## config.mk

```make
export PLATFORM = sky130hd
export DESIGN_NAME = operand_read_flat
export DESIGN_NICKNAME = d
export VERILOG_FILES = /design/src/rtl/operand_read_if.sv /design/src/rtl/operand_read.sv /design/src/flat_wrapper.sv
export SDC_FILE = /design/constraint.sdc
export NUM_CORES = 1
export LEC_CHECK = 0
export ABC_AREA = 1
export BUFFER_PORTS_ARGS = -buffer_cell sky130_fd_sc_hd__buf_4
export CAP_MARGIN = 40
export CORE_UTILIZATION = 32
export CTS_CLUSTER_SIZE = 14
export DETAILED_ROUTE_END_ITERATION = 10
export GPL_ROUTABILITY_DRIVEN = 0
export PLACE_DENSITY = 0.56
export SLEW_MARGIN = 15
export SYNTH_ARGS = -nofsm -noshare
export SYNTH_HDL_FRONTEND = slang
export SYNTH_SLANG_ARGS = --single-unit
```

## constraint.sdc

```tcl
create_clock -name clk -period 9.8 [get_ports clk]
set_clock_uncertainty 0.2 [all_clocks]
set_input_delay 0.98 -clock clk [delete_from_list [all_inputs] [get_ports clk]]
set_output_delay 0.98 -clock clk [all_outputs]
set_load 0.05 [all_outputs]
```

## src/rtl/operand_read_if.sv

```systemverilog
// Bundled ports of the operand_read stage: upstream instruction channel, register file
// read port, write-back broadcast and downstream operand channel.
// master: environment side (upstream, register file, write-back, downstream).
// slave:  the operand_read stage.
interface operand_read_if #(
  parameter int unsigned ADDR_WIDTH    = 5,
  parameter int unsigned DATA_WIDTH    = 32,
  parameter int unsigned PAYLOAD_WIDTH = 32
);
  logic                     in_valid;
  logic                     in_ready;
  logic [ADDR_WIDTH-1:0]    in_rs1;
  logic [ADDR_WIDTH-1:0]    in_rs2;
  logic [ADDR_WIDTH-1:0]    in_rd;
  logic                     in_wen;
  logic [PAYLOAD_WIDTH-1:0] in_payload;

  logic [ADDR_WIDTH-1:0]    rf_raddr1;
  logic [ADDR_WIDTH-1:0]    rf_raddr2;
  logic [DATA_WIDTH-1:0]    rf_rdata1;
  logic [DATA_WIDTH-1:0]    rf_rdata2;

  logic                     wb_valid;
  logic [ADDR_WIDTH-1:0]    wb_addr;
  logic [DATA_WIDTH-1:0]    wb_data;

  logic                     out_valid;
  logic                     out_ready;
  logic [DATA_WIDTH-1:0]    out_rs1_data;
  logic [DATA_WIDTH-1:0]    out_rs2_data;
  logic [ADDR_WIDTH-1:0]    out_rd;
  logic                     out_wen;
  logic [PAYLOAD_WIDTH-1:0] out_payload;

  modport master (
    output in_valid, in_rs1, in_rs2, in_rd, in_wen, in_payload,
    input  in_ready,
    input  rf_raddr1, rf_raddr2,
    output rf_rdata1, rf_rdata2,
    output wb_valid, wb_addr, wb_data,
    input  out_valid, out_rs1_data, out_rs2_data, out_rd, out_wen, out_payload,
    output out_ready
  );

  modport slave (
    input  in_valid, in_rs1, in_rs2, in_rd, in_wen, in_payload,
    output in_ready,
    output rf_raddr1, rf_raddr2,
    input  rf_rdata1, rf_rdata2,
    input  wb_valid, wb_addr, wb_data,
    output out_valid, out_rs1_data, out_rs2_data, out_rd, out_wen, out_payload,
    input  out_ready
  );
endinterface

```

## src/rtl/operand_read.sv

```systemverilog
// Issue-side operand fetch stage. Holds one decoded instruction, drives the register
// file read addresses, merges registered read data with a one-cycle write-back bypass
// and stalls the instruction while any of its sources has an in-flight producer.
// Optional: define OPERAND_READ_STALL_CNT_EN to add the 32-bit stall_cnt output.
module operand_read #(
  parameter int unsigned ADDR_WIDTH    = 5,
  parameter int unsigned DATA_WIDTH    = 32,
  parameter int unsigned PAYLOAD_WIDTH = 32
) (
  input  logic        clk,
  input  logic        rst,
`ifdef OPERAND_READ_STALL_CNT_EN
  output logic [31:0] stall_cnt,
`endif
  operand_read_if.slave bus
);

  localparam int unsigned NumRegs = 1 << ADDR_WIDTH;

  logic                     occ_q, occ_d;
  logic [ADDR_WIDTH-1:0]    rs1_q, rs1_d;
  logic [ADDR_WIDTH-1:0]    rs2_q, rs2_d;
  logic [ADDR_WIDTH-1:0]    rd_q, rd_d;
  logic                     wen_q, wen_d;
  logic [PAYLOAD_WIDTH-1:0] payload_q, payload_d;

  logic [NumRegs-1:0]       pend_q, pend_d;

  logic                     byp_valid_q;
  logic [ADDR_WIDTH-1:0]    byp_addr_q;
  logic [DATA_WIDTH-1:0]    byp_data_q;

  logic                     hazard;
  logic                     in_fire;
  logic                     out_fire;

  assign hazard        = ((rs1_q != '0) && pend_q[rs1_q]) || ((rs2_q != '0) && pend_q[rs2_q]);
  assign bus.out_valid = occ_q & ~hazard;
  assign out_fire      = bus.out_valid & bus.out_ready;
  assign bus.in_ready  = ~occ_q | out_fire;
  assign in_fire       = bus.in_valid & bus.in_ready;

  // A new instruction reads its own sources; otherwise keep re-reading the held ones
  // so rf_rdata tracks any write-back that lands while we stall.
  assign bus.rf_raddr1 = in_fire ? bus.in_rs1 : rs1_q;
  assign bus.rf_raddr2 = in_fire ? bus.in_rs2 : rs2_q;

  assign bus.out_rd      = rd_q;
  assign bus.out_wen     = wen_q;
  assign bus.out_payload = payload_q;

  // Holding entry next state: load on accept, free on issue without replacement.
  always_comb begin
    occ_d     = occ_q;
    rs1_d     = rs1_q;
    rs2_d     = rs2_q;
    rd_d      = rd_q;
    wen_d     = wen_q;
    payload_d = payload_q;
    if (in_fire) begin
      occ_d     = 1'b1;
      rs1_d     = bus.in_rs1;
      rs2_d     = bus.in_rs2;
      rd_d      = bus.in_rd;
      wen_d     = bus.in_wen;
      payload_d = bus.in_payload;
    end else if (out_fire) begin
      occ_d = 1'b0;
    end
  end

  // Pending scoreboard: write-back clears, issue of a new producer sets (set wins).
  always_comb begin
    pend_d = pend_q;
    if (bus.wb_valid && (bus.wb_addr != '0)) begin
      pend_d[bus.wb_addr] = 1'b0;
    end
    if (out_fire && wen_q && (rd_q != '0)) begin
      pend_d[rd_q] = 1'b1;
    end
    pend_d[0] = 1'b0;
  end

  // Operand select: r0 is zero, last cycle's write-back beats the stale RAM read.
  always_comb begin
    bus.out_rs1_data = bus.rf_rdata1;
    bus.out_rs2_data = bus.rf_rdata2;
    if (rs1_q == '0) begin
      bus.out_rs1_data = '0;
    end else if (byp_valid_q && (byp_addr_q == rs1_q)) begin
      bus.out_rs1_data = byp_data_q;
    end
    if (rs2_q == '0) begin
      bus.out_rs2_data = '0;
    end else if (byp_valid_q && (byp_addr_q == rs2_q)) begin
      bus.out_rs2_data = byp_data_q;
    end
  end

  // Holding entry register.
  always_ff @(posedge clk or posedge rst) begin
    if (rst) begin
      occ_q     <= 1'b0;
      rs1_q     <= '0;
      rs2_q     <= '0;
      rd_q      <= '0;
      wen_q     <= 1'b0;
      payload_q <= '0;
    end else begin
      occ_q     <= occ_d;
      rs1_q     <= rs1_d;
      rs2_q     <= rs2_d;
      rd_q      <= rd_d;
      wen_q     <= wen_d;
      payload_q <= payload_d;
    end
  end

  // Pending bitvector register.
  always_ff @(posedge clk or posedge rst) begin
    if (rst) begin
      pend_q <= '0;
    end else begin
      pend_q <= pend_d;
    end
  end

  // Bypass register: capture the write-back every cycle.
  always_ff @(posedge clk or posedge rst) begin
    if (rst) begin
      byp_valid_q <= 1'b0;
      byp_addr_q  <= '0;
      byp_data_q  <= '0;
    end else begin
      byp_valid_q <= bus.wb_valid;
      byp_addr_q  <= bus.wb_addr;
      byp_data_q  <= bus.wb_data;
    end
  end

`ifdef OPERAND_READ_STALL_CNT_EN
  logic [31:0] stall_cnt_q;

  // Count cycles spent holding an instruction blocked on a pending source; wraps.
  always_ff @(posedge clk or posedge rst) begin
    if (rst) begin
      stall_cnt_q <= '0;
    end else if (occ_q && hazard) begin
      stall_cnt_q <= stall_cnt_q + 32'd1;
    end
  end

  assign stall_cnt = stall_cnt_q;
`endif

endmodule

```

## src/flat_wrapper.sv

```systemverilog
// flat-port wrapper written by rule: the top's interface ports become plain ports
module operand_read_flat 
#(
  parameter int unsigned ADDR_WIDTH    = 5,
  parameter int unsigned DATA_WIDTH    = 32,
  parameter int unsigned PAYLOAD_WIDTH = 32
)
  (clk, rst, bus_in_valid, bus_in_rs1, bus_in_rs2, bus_in_rd, bus_in_wen, bus_in_payload, bus_in_ready, bus_rf_raddr1, bus_rf_raddr2, bus_rf_rdata1, bus_rf_rdata2, bus_wb_valid, bus_wb_addr, bus_wb_data, bus_out_valid, bus_out_rs1_data, bus_out_rs2_data, bus_out_rd, bus_out_wen, bus_out_payload, bus_out_ready);
  operand_read_if #(.ADDR_WIDTH(ADDR_WIDTH), .DATA_WIDTH(DATA_WIDTH), .PAYLOAD_WIDTH(PAYLOAD_WIDTH)) bus_i ();
  input  logic clk;
  input  logic rst;
  input wire logic [$bits(bus_i.in_valid)-1:0] bus_in_valid;
  input wire logic [$bits(bus_i.in_rs1)-1:0] bus_in_rs1;
  input wire logic [$bits(bus_i.in_rs2)-1:0] bus_in_rs2;
  input wire logic [$bits(bus_i.in_rd)-1:0] bus_in_rd;
  input wire logic [$bits(bus_i.in_wen)-1:0] bus_in_wen;
  input wire logic [$bits(bus_i.in_payload)-1:0] bus_in_payload;
  output wire logic [$bits(bus_i.in_ready)-1:0] bus_in_ready;
  output wire logic [$bits(bus_i.rf_raddr1)-1:0] bus_rf_raddr1;
  output wire logic [$bits(bus_i.rf_raddr2)-1:0] bus_rf_raddr2;
  input wire logic [$bits(bus_i.rf_rdata1)-1:0] bus_rf_rdata1;
  input wire logic [$bits(bus_i.rf_rdata2)-1:0] bus_rf_rdata2;
  input wire logic [$bits(bus_i.wb_valid)-1:0] bus_wb_valid;
  input wire logic [$bits(bus_i.wb_addr)-1:0] bus_wb_addr;
  input wire logic [$bits(bus_i.wb_data)-1:0] bus_wb_data;
  output wire logic [$bits(bus_i.out_valid)-1:0] bus_out_valid;
  output wire logic [$bits(bus_i.out_rs1_data)-1:0] bus_out_rs1_data;
  output wire logic [$bits(bus_i.out_rs2_data)-1:0] bus_out_rs2_data;
  output wire logic [$bits(bus_i.out_rd)-1:0] bus_out_rd;
  output wire logic [$bits(bus_i.out_wen)-1:0] bus_out_wen;
  output wire logic [$bits(bus_i.out_payload)-1:0] bus_out_payload;
  input wire logic [$bits(bus_i.out_ready)-1:0] bus_out_ready;
  assign bus_i.in_valid = bus_in_valid;
  assign bus_i.in_rs1 = bus_in_rs1;
  assign bus_i.in_rs2 = bus_in_rs2;
  assign bus_i.in_rd = bus_in_rd;
  assign bus_i.in_wen = bus_in_wen;
  assign bus_i.in_payload = bus_in_payload;
  assign bus_in_ready = bus_i.in_ready;
  assign bus_rf_raddr1 = bus_i.rf_raddr1;
  assign bus_rf_raddr2 = bus_i.rf_raddr2;
  assign bus_i.rf_rdata1 = bus_rf_rdata1;
  assign bus_i.rf_rdata2 = bus_rf_rdata2;
  assign bus_i.wb_valid = bus_wb_valid;
  assign bus_i.wb_addr = bus_wb_addr;
  assign bus_i.wb_data = bus_wb_data;
  assign bus_out_valid = bus_i.out_valid;
  assign bus_out_rs1_data = bus_i.out_rs1_data;
  assign bus_out_rs2_data = bus_i.out_rs2_data;
  assign bus_out_rd = bus_i.out_rd;
  assign bus_out_wen = bus_i.out_wen;
  assign bus_out_payload = bus_i.out_payload;
  assign bus_i.out_ready = bus_out_ready;
  operand_read #(.ADDR_WIDTH(ADDR_WIDTH), .DATA_WIDTH(DATA_WIDTH), .PAYLOAD_WIDTH(PAYLOAD_WIDTH)) u_core (.clk(clk), .rst(rst), .bus(bus_i));
endmodule
```

==> results of run 1 <==
==> power by group through the flow <==
stage	clock [mW]	sequential, mW	combinational, mW
finish	0.690	0.806	1.91
global route	0.725	0.829	2.06
CTS	0.703	0.804	1.92
detailed placement	0	0.805	1.92
global placement	0	0.819	1.88
floorplan	0	0.986	1.12
==> routing by layer <==
layer  vias to the layer above  GRT usage, %
met2                       288         37.67
li1                       3350             -
met5                         -             0
met1                      3154         27.18
met4                         0         8.885
met3                        41         5.956
==> area by class of cell <==
| cell class | count | area [sq um] |
|---|---|---|
| fill | 2025 | 10150 |
| sequential | 118 | 2953 |
| multi-input combinational | 582 | 2819 |
| timing repair buffer | 282 | 2177 |
| clock buffer | 21 | 450.4 |
| tap | 265 | 331.6 |
| inverter | 84 | 317.8 |
| clock inverter | 11 | 197.7 |
==> per-stage QoR <==
stage          power, mW  instance area, sq um  worst slack, ns
6_report           3.408                  9246            4.897
5_1_grt            3.613                  9246            4.497
3_5_place_dp       2.725                  8571            5.335
3_3_place_gp       2.700                  8516            5.263
2_1_floorplan      2.107                  6312            5.491
4_1_cts            3.425                  9219            4.892
==> logic make-up after synthesis <==
family | Yosys count
flops | 118
simple gates | 430
buf+inv | 144
xor+xnor | 3
compound gates | 149
==> path summary, 6_finish.rpt <==
path                                                  startpoint                                     to  slack, ns  cells after the start
max                                    u_core.rs1_q[0]$_DFF_PP0_                       bus_rf_raddr1[4]       4.90                     17
min                        u_core.bus.out_payload[8]$_DFFE_PP0P_  u_core.bus.out_payload[8]$_DFFE_PP0P_       0.28                      2
max reg2reg                            u_core.rs1_q[0]$_DFF_PP0_              u_core.rs1_q[4]$_DFF_PP0_       6.37                     16
min reg2reg                u_core.bus.out_payload[8]$_DFFE_PP0P_  u_core.bus.out_payload[8]$_DFFE_PP0P_       0.28                      2
max in group asynchronous                                    rst             u_core.pend_q[9]$_DFF_PP0_       7.98                      4
min in group asynchronous                                    rst              u_core.rs2_q[3]$_DFF_PP0_       0.47                      2
==> cells in the mapped netlist, types with 9 or more instances <==
library cell,count,area (sq um)
nand2_1,240,900.9
dfrtp_1,118,2953
nand3_1,95,475.5
inv_1,80,300.3
a21oi_1,70,350.3
nand4_1,64,400.4
clkbuf_1,37,138.9
o22ai_1,34,212.7
o21ai_0,32,160.2
nor2_1,19,71.32
buf_2,14,70.07
nor3_1,9,45.04
==> worst max-delay path: cells and delay by family (launching register included) <==
kind / cells / cell delay [ns]
compound gates: 1 / 0.12
buf+inv: 4 / 1.29
flops: 1 / 0.64
simple gates: 12 / 1.23
==> flip-flops by register name, summed over array words and instances, names as in the netlist <==
signal and cells:
u_core.bus.out_wen 1, u_core.byp_data_q 32, u_core.rs1_q 5, u_core.bus.out_rd 5
u_core.pend_q 31, u_core.byp_addr_q 5, u_core.bus.out_payload 32, u_core.rs2_q 5
u_core.byp_valid_q 1, u_core.occ_q 1
==> run_results.csv, run 1 <==
group,metric,value,unit
worst_setup_path,required,8.62,ns
global_routing,grt_pass1_wl,34950,um
global_routing,grt_max_degree,65,
yosys,synth_compound_area_share,13.14,%
yosys,yosysWarningCount,0,
routing,drt_iter0_drc,320,
worst_setup_path,worst_setup_path_start_kind,"flop",
yosys,synthFlopType,"dfrtp_1",
clock_tree,clk_path_buf_depth,2,
routing,antenna_left,0,
worst_setup_path,cp_max_fo,51,
clock_tree,cts_setup_buffers,0,
routing,drtPass1Iterations,5,
yosys,synthAdderAreaFrac,0,%
global_routing,antenna_found_initial,0,
routing,via_per_inst,5.013,
power_and_ir_drop,peakVddDrop,0.0002780,V
sta,setup_viol_count_final,0,
yosys,synth_top_family_by_area,"simple AND/OR/NAND/NOR gates",
power_and_ir_drop,clkPwrFrac,20.2,%
finish,final_cells,1363,
finish,most-common-layout-cells,"buf_4 (279), nand2_1 (240), dfrtp_1 (118)",
clock_tree,cts_tree,"done",
clock_tree,clk_latency,0.42,ns
worst_setup_path,cpMostUsedCell,"nand2_1",
yosys,synth_cell_types,26,
clock_tree,post_cts_resize_count,0,
power_and_ir_drop,p_int,1.640,mW
yosys,postSynthCellCount,844,
worst_setup_path,crit_chain,"inv_2 > nand2_1 > nand3_1 > nand2_1 > nand2_1 > nand2_1 > nor2_1 > nand2_1 > nand2_1 > nand2_1 > o21ai_4 > buf_4 > nand2_2 > buf_16 > nand2_1 > nand2_1 > buf_4",
floorplan,coreArea,0.01940,sq mm
floorplan,dieArea,0.02029,sq mm
sta,hold_viol_final,0,
worst_setup_path,end_kind,"primary output",
global_routing,first_global_vias,6518,
finish,final_common_cell,"buf_4",
power_and_ir_drop,switchingPower,1.768,mW
routing,route.met2.wl,11100,um
min_path,hp-class,"flop to flop",
worst_setup_path,critPathArrivalTime,3.72,ns
routing,top_layer,"met4",
sta,worst_pin_slew,0.7295,ns
sta,whs,0.2759,ns
worst_setup_path,critical_path_class,"flop to primary output",
routing,wl,22830,um
sta,maxSlewHeadroom,51.37,%
routing,num_vias,6833,
place,portBuffers,267,
routing,wl_met3,1755,um
power_and_ir_drop,power_density,368.6,mW/mm^2
sta,slew_violations,0,
routing,drc,0,
place,dpl.hpwl,16410,um
floorplan,initial_utilization,32.54,%
place,dp_cells,1330,
clock_tree,path_clk_slew,0.05,ns
worst_setup_path,cp_slowest_cell,"dfrtp_1",
sta,post-route-period-util,50.03,%
yosys,synth_seq_cells,118,
yosys,synthMuxAreaShare,0,%
finish,drive_gt1_share,29.42,%
yosys,syn_area,0.006312,sq mm
clock_tree,htree_levels,4,
yosys,synthArstFlopShare,100.0,%
clock_tree,numCtsBuffers,17,
floorplan,io_pins,268,
clock_tree,clockRootBuffer,"clkbuf_16",
yosys,synth-edff-count,0,
flow_run,drv_cap,0,
clock_tree,clock-sinks,118,
yosys,syn-num-nets,998,
clock_tree,hold_buffers,0,
routing,wire_per_inst,16.75,um
global_routing,grt_overflow,0,
finish,fin_util,47.67,%
floorplan,num_rows,51,
routing,met1Wirelength,9429,um
power_and_ir_drop,p_seq_share,23.6,%
sta,rsz0062_at_grt,"false",
floorplan,die_w,142.5,um
yosys,yosys.area_share.simple,30.29,%
sta,setup_tns,0,ns
global_routing,grt_usage,22.40,%
run_status,status,"complete, no violations",
yosys,syn-mean-instance-area,7.479,sq um
yosys,synth.yosys.seq_area_share,46.78,%
finish,fin_nets,1239,
finish,diodes,0,
yosys,synth_xor_area_share,0.4163,%
floorplan,die_y,142.5,um
sta,max_clock_freq,0.2040,GHz
power_and_ir_drop,netSwitchingFraction,51.89,%
sta,period_minus_slack,4.903,ns
power_and_ir_drop,combPwrFrac,56.1,%
worst_setup_path,max_stage_delay,0.64,ns
finish,syn_to_final_growth,46.48,%
power_and_ir_drop,leakage,4.864,nW
(Power assumes the default switching activity.)
==> run 2: changes to the inputs <==
--- a/config.mk
+++ b/config.mk
@@ -12,7 +12,7 @@
 export CTS_CLUSTER_SIZE = 14
 export DETAILED_ROUTE_END_ITERATION = 10
 export GPL_ROUTABILITY_DRIVEN = 0
-export PLACE_DENSITY = 0.56
+export PLACE_DENSITY = 0.59
 export SLEW_MARGIN = 15
 export SYNTH_ARGS = -nofsm -noshare
 export SYNTH_HDL_FRONTEND = slang
==> constraint.sdc (replaced) <==
create_clock -name clk -period 4.5 [get_ports clk]
set_clock_uncertainty 0.2 [all_clocks]
set_input_delay 0.45 -clock clk [delete_from_list [all_inputs] [get_ports clk]]
set_output_delay 0.45 -clock clk [all_outputs]
set_load 0.05 [all_outputs]
==> run_results.csv, run 2 (same netlist as run 1, synthesis figures left out) <==
group,metric,value,unit
finish,fillers,2001,
routing,drtPass1Iterations,5,
floorplan,dieArea,0.02029,sq mm
finish,fin_nets,1281,
clock_tree,htree_levels,4,
power_and_ir_drop,p_total,7.357,mW
global_routing,grt_max_degree,53,
sta,slew_violations,0,
global_routing,first_global_vias,6625,
clock_tree,numCtsBuffers,17,
clock_tree,cts_tree,"done",
min_path,hold_path_depth,1,
routing,num_vias,6956,
sta,post-route-period-util,84.48,%
worst_setup_path,critPathTopFamily,"buffers and inverters",
worst_setup_path,worst_setup_path_start_kind,"flop",
global_routing,antenna_found_initial,0,
sta,hold_viol_final,0,
flow_run,drv_cap,0,
finish,diodes,0,
worst_setup_path,max_stage_delay,0.65,ns
worst_setup_path,critPathArrivalTime,3.15,ns
worst_setup_path,cp_slowest_cell,"dfrtp_1",
worst_setup_path,crit_buf_inv,3,
clock_tree,clock-sinks,118,
finish,final_area,0.009592,sq mm
clock_tree,post_cts_resize_count,0,
finish,syn_to_final_growth,51.95,%
routing,drt_iter0_drc,407,
floorplan,num_rows,51,
place,place_area,0.008576,sq mm
worst_setup_path,required,3.85,ns
min_path,hp-class,"input port to flop",
sta,rsz0062_at_grt,"false",
floorplan,die_w,142.5,um
routing,antenna_left,0,
finish,final_common_cell,"buf_4",
routing,wire_per_inst,16.20,um
clock_tree,path_clk_slew,0.06,ns
power_and_ir_drop,power_density,767.0,mW/mm^2
worst_setup_path,cpMostUsedCell,"nand2_1",
global_routing,grt_overflow,0,
worst_setup_path,cp.depth,15,
run_status,status,"complete, no violations",
sta,setup_tns,0,ns
finish,drive_gt1_share,28.95,%
power_and_ir_drop,leakage,4.999,nW
clock_tree,clk_path_buf_depth,2,
sta,max_clock_freq,0.2630,GHz
floorplan,initial_utilization,32.54,%
worst_setup_path,crit_chain,"inv_2 > nand2_1 > nand3_1 > nand2_1 > nand2_1 > nand2_1 > nor2_1 > nand2_1 > nand2_1 > nand2_1 > o21ai_4 > buf_4 > nand3_1 > nand2_1 > buf_4",
worst_setup_path,critical_path_class,"flop to primary output",
worst_setup_path,ff2ff_path_depth,13,
routing,wl,22760,um
place,portBuffers,267,
sta,worst_pin_slew,0.7503,ns
clock_tree,clk_latency,0.42,ns
clock_tree,clockRootBuffer,"clkbuf_16",
sta,maxSlewHeadroom,49.98,%
worst_setup_path,cp_max_fo,50,
routing,via_per_inst,4.951,
place,dpl.hpwl,16450,um
sta,setup_viol_count_final,0,
sta,period_minus_slack,3.802,ns
floorplan,coreArea,0.01940,sq mm
global_routing,grt_usage,22.61,%
power_and_ir_drop,peakVddDrop,0.0005042,V
global_routing,grt_pass1_wl,35150,um
clock_tree,cts_setup_buffers,0,
worst_setup_path,end_kind,"primary output",
worst_setup_path,r2r_slack,1.55,ns
floorplan,die_y,142.5,um
finish,most-common-layout-cells,"buf_4 (283), nand2_1 (240), dfrtp_1 (118)",
routing,drc,0,
floorplan,io_pins,268,
==> run 2: layout make-up <==
type,count,area (sq um),area share (%)
sequential,118,2953,30.79
multi-input combinational,582,2819,29.39
clock buffer,19,452.9,4.722
timing repair buffer,324,2546,26.55
clock inverter,13,171.4,1.787
tap,265,331.6,3.457
inverter,84,317.8,3.313
==> run 2: metal layers <==
layer | vias to the layer above | part of all wire, % | global-route usage [%] | routed length [um]
li1 | 3422 | - | - | -
met1 | 3218 | 41 | 27.32 | 9361
met2 | 282 | 49 | 38.49 | 11080
met3 | 34 | 8.3 | 6.393 | 1887
met4 | 0 | 1.9 | 7.640 | 425
met5 | - | 0 | 0 | 0
==> run 2: power by group <==
part | internal (mW) | total, mW | switching, mW
combinational | 1.21 | 4.18 | 2.97
clock | 0.905 | 1.43 | 0.525
sequential | 1.38 | 1.74 | 0.365
==> run 2: path summary, 6_finish.rpt <==
kind | startpoint | end
min in group asynchronous | rst | u_core.rs2_q[1]$_DFF_PP0_
max | u_core.rs1_q[0]$_DFF_PP0_ | bus_rf_raddr2[1]
max reg2reg | u_core.rs1_q[0]$_DFF_PP0_ | u_core.bus.out_wen$_DFFE_PP0P_
min reg2reg | u_core.bus.out_payload[13]$_DFFE_PP0P_ | u_core.bus.out_payload[13]$_DFFE_PP0P_
min | bus_wb_addr[0] | u_core.byp_addr_q[0]$_DFF_PP0_
max in group asynchronous | rst | u_core.byp_addr_q[3]$_DFF_PP0_
==> run 2: worst register-to-register path: stages (launching register included) <==
cell and delay [ns]:
dfrtp_1 0.83, inv_2 0.26, nand2_1 0.12, nand3_1 0.07
a21oi_1 0.17, nor2_1 0.08, nand2_1 0.07, nand2_1 0.07
nand2_1 0.10, o21ai_4 0.06, nand2_2 0.41, buf_4 0.31
nand2_1 0.07, nand2_1 0.07
==> run 2: metrics by stage <==
step                      setup WS (ns)  utilization (%)  cells  hold slack, ns
after floorplan                  0.7209                -    844          0.2637
after global placement            1.213            44.05   1332          0.2561
after detailed placement          1.141            44.21   1334          0.2607
after CTS                        0.6789            49.39   1404        0.003368
after global routing             0.3595            49.45   1405        0.009905
final                            0.6983            49.45   1405         0.02640
==> run 2: repair_timing <==
action,in CTS,in global routing
hold buffers,38,0
endpoints found under the hold margin,87,0
setup endpoints to repair,0,0
==> run 3: changes to the inputs <==
--- a/config.mk
+++ b/config.mk
@@ -5,14 +5,14 @@
 export SDC_FILE = /design/constraint.sdc
 export NUM_CORES = 1
 export LEC_CHECK = 0
-export ABC_AREA = 1
+export ABC_AREA = 0
 export BUFFER_PORTS_ARGS = -buffer_cell sky130_fd_sc_hd__buf_4
 export CAP_MARGIN = 40
 export CORE_UTILIZATION = 32
 export CTS_CLUSTER_SIZE = 14
 export DETAILED_ROUTE_END_ITERATION = 10
 export GPL_ROUTABILITY_DRIVEN = 0
-export PLACE_DENSITY = 0.59
+export PLACE_DENSITY = 0.57
 export SLEW_MARGIN = 15
 export SYNTH_ARGS = -nofsm -noshare
 export SYNTH_HDL_FRONTEND = slang
==> constraint.sdc (replaced) <==
create_clock -name clk -period 3.8 [get_ports clk]
set_clock_uncertainty 0.2 [all_clocks]
set_input_delay 0.38 -clock clk [delete_from_list [all_inputs] [get_ports clk]]
set_output_delay 0.38 -clock clk [all_outputs]
set_load 0.05 [all_outputs]
==> run_results.csv, run 3 <==
group,metric,value,unit
run_status,status,"complete, but fails checks",
run_status,failed_checks,"DRC",
yosys,synth.yosys.seq_area_share,49.53,%
sta,rsz0062_at_grt,"false",
sta,post-route-period-util,95.52,%
finish,final_cells,1103,
routing,drtPass1Iterations,8,
sta,setup_tns,0,ns
worst_setup_path,required,3.22,ns
clock_tree,cts_tree,"done",
worst_setup_path,worst_setup_path_start_kind,"flop",
sta,hold_viol_final,0,
yosys,synth_compound_area_share,8.290,%
routing,wire_per_inst,18.66,um
clock_tree,clockRootBuffer,"clkbuf_16",
yosys,synth_xor_area_share,1.469,%
global_routing,first_global_vias,5796,
sta,setup_viol_count_final,0,
routing,num_vias,5468,
global_routing,grt_overflow,0,
finish,syn_to_final_growth,62.35,%
clock_tree,htree_levels,4,
floorplan,coreArea,0.01809,sq mm
yosys,syn-num-nets,660,
worst_setup_path,critPathArrivalTime,3.05,ns
finish,final_common_cell,"buf_4",
yosys,yosysMostFrequentCell,"dfrtp_1",
yosys,netlist_top_cells_count,"dfrtp_1 (118), mux2i_1 (75), nor2_1 (74), o21ai_0 (31), o31ai_1 (31)",
place,dpl.hpwl,15210,um
worst_setup_path,ff2ff_path_depth,8,
routing,antenna_left,0,
floorplan,die_y,138.5,um
place,place_area,0.008219,sq mm
floorplan,die_w,138.5,um
clock_tree,clock-sinks,118,
routing,drc,50,
global_routing,grt_usage,21.80,%
sta,max_clock_freq,0.2755,GHz
yosys,synth_top_family_by_area,"multiplexers",
routing,via_per_inst,4.957,
yosys,synthFlopType,"dfrtp_1",
floorplan,io_pins,268,
clock_tree,numCtsBuffers,17,
clock_tree,clk_latency,0.41,ns
floorplan,initial_utilization,32.96,%
global_routing,antenna_found_initial,3,
global_routing,grt_max_degree,67,
sta,whs,0.02018,ns
yosys,synth_top_area_share,49.53,%
flow_run,drv_cap,0,
power_and_ir_drop,power_density,828.2,mW/mm^2
finish,most-common-layout-cells,"buf_4 (276), dfrtp_1 (116), dlygate4sd3_1 (86)",
routing,drt_iter0_drc,422,
power_and_ir_drop,leakage,4.412,nW
sta,period_minus_slack,3.630,ns
yosys,synthMuxAreaShare,27.07,%
yosys,yosys.area_share.simple,10.14,%
yosys,syn-mean-instance-area,11.78,sq um
yosys,synthAdderAreaFrac,0,%
finish,drive_gt1_share,43.51,%
power_and_ir_drop,peakVddDrop,0.0004586,V
min_path,hp-class,"input port to flop",
sta,worst_pin_slew,0.6227,ns
yosys,yosysWarningCount,0,
min_path,hold_path_depth,2,
yosys,synth_top_cells_by_area,"dfrtp_1 (50%), mux2i_1 (13%), mux2_2 (5.5%)",
routing,wl,20580,um
finish,fin_util,53.52,%
worst_setup_path,critical_path_class,"flop to primary output",
place,dp_cells,982,
sta,maxSlewHeadroom,58.49,%
sta,slew_violations,0,
finish,final_area,0.009679,sq mm
clock_tree,path_clk_slew,0.06,ns
worst_setup_path,cp_max_fo,18,
yosys,synth_cell_types,42,
global_routing,grt_pass1_wl,32220,um
yosys,syn_area,0.005962,sq mm
yosys,synth-edff-count,0,
clock_tree,cts_setup_buffers,0,
finish,fin_nets,1012,
yosys,synthArstFlopShare,100.0,%
floorplan,num_rows,49,
yosys,synth_top_area_cell,"dfrtp_1",
clock_tree,clk_path_buf_depth,2,
yosys,postSynthCellCount,506,
place,portBuffers,267,
yosys,synth_seq_cells,118,
worst_setup_path,end_kind,"primary output",
floorplan,dieArea,0.01918,sq mm
-- run 3: changes by cell type after synthesis, moves of 8 or more --
| cell | delta |
|---|---|
| o31ai_1 | +30 |
| mux2_4 | +20 |
| mux2_2 | +29 |
| o22ai_1 | -34 |
| clkbuf_1 | -21 |
| inv_1 | -75 |
| nor2_1 | +55 |
| nor3_1 | -8 |
| nand4_1 | -63 |
| a21oi_1 | -70 |
| nand2_1 | -225 |
| nand3_1 | -85 |
| mux2i_1 | +75 |
-- run 3: worst max-delay path: stages, from the launching register on --
cell	delay, ns
dfrtp_2	0.48
mux4_1	0.57
and3_1	0.19
a211o_1	0.27
o22ai_2	0.16
a32o_2	0.22
buf_6	0.22
mux2_4	0.33
buf_4	0.19
-- run 3: power breakdown --
part | switching (mW) | internal [mW] | leakage [nW] | total (mW)
Combinational | 2.69 | 1.62 | 2.69 | 4.31
Clock | 0.583 | 1.00 | 0.283 | 1.58
Sequential | 0.462 | 1.66 | 1.43 | 2.12
Total | 3.74 | 4.28 | 4.41 | 8.02
-- run 3: metal layers --
layer | wire, um | global-route usage [%] | vias up
met5 | 0 | 0 | -
met1 | 7775 | 24.64 | 2664
li1 | - | - | 2543
met2 | 10680 | 38.20 | 221
met4 | 632 | 10.59 | 0
met3 | 1491 | 5.715 | 40
-- run 3: area by class of cell --
class	instances	area, sq um
Fill cell	1546	8407
Timing Repair Buffer	366	3012
Sequential cell	118	2955
Multi-Input combinational cell	350	2811
Clock buffer	21	460.4
Tap cell	229	286.5
Clock inverter	11	125.1
Inverter	5	21.27
Antenna cell	3	7.507
-- run 3: cells by family (layout without fill, tap and decap cells) --
family	after synthesis	after routing
simple gates	132	132
compound gates	74	74
buf+inv	38	403
xor+xnor	10	10
flops	118	118
mux	134	134
other cells	0	3
-- run 3: repair_timing --
item                                   in CTS  in global routing
resized for setup                           1                  2
endpoints found under the hold margin     102                  0
hold buffers                               86                  0
setup endpoints to repair                   5                  5
-- run 3: through the flow --
stage / setup WS (ns) / total power, mW
2_1_floorplan: 0.09088 / 5.120
3_3_place_gp: 0.4692 / 6.286
3_5_place_dp: 0.4000 / 6.363
4_1_cts: 0.05230 / 8.047
5_1_grt: 0.01636 / 8.360
6_report: 0.1702 / 8.016
-- run 3: final timing paths --
check                      slack (ns)                                   start                                     end
setup / recovery                 0.17               u_core.rs2_q[0]$_DFF_PP0_                        bus_rf_raddr1[4]
max in group asynchronous        2.20                                     rst         u_core.byp_data_q[25]$_DFF_PP0_
setup reg to reg                 0.57               u_core.rs2_q[0]$_DFF_PP0_  u_core.bus.out_payload[10]$_DFFE_PP0P_
hold / removal                   0.02                           bus_in_rs1[4]               u_core.rs1_q[4]$_DFF_PP0_
min in group asynchronous        0.27                                     rst  u_core.bus.out_payload[22]$_DFFE_PP0P_
hold reg to reg                  0.31  u_core.bus.out_payload[28]$_DFFE_PP0P_  u_core.bus.out_payload[28]$_DFFE_PP0P_
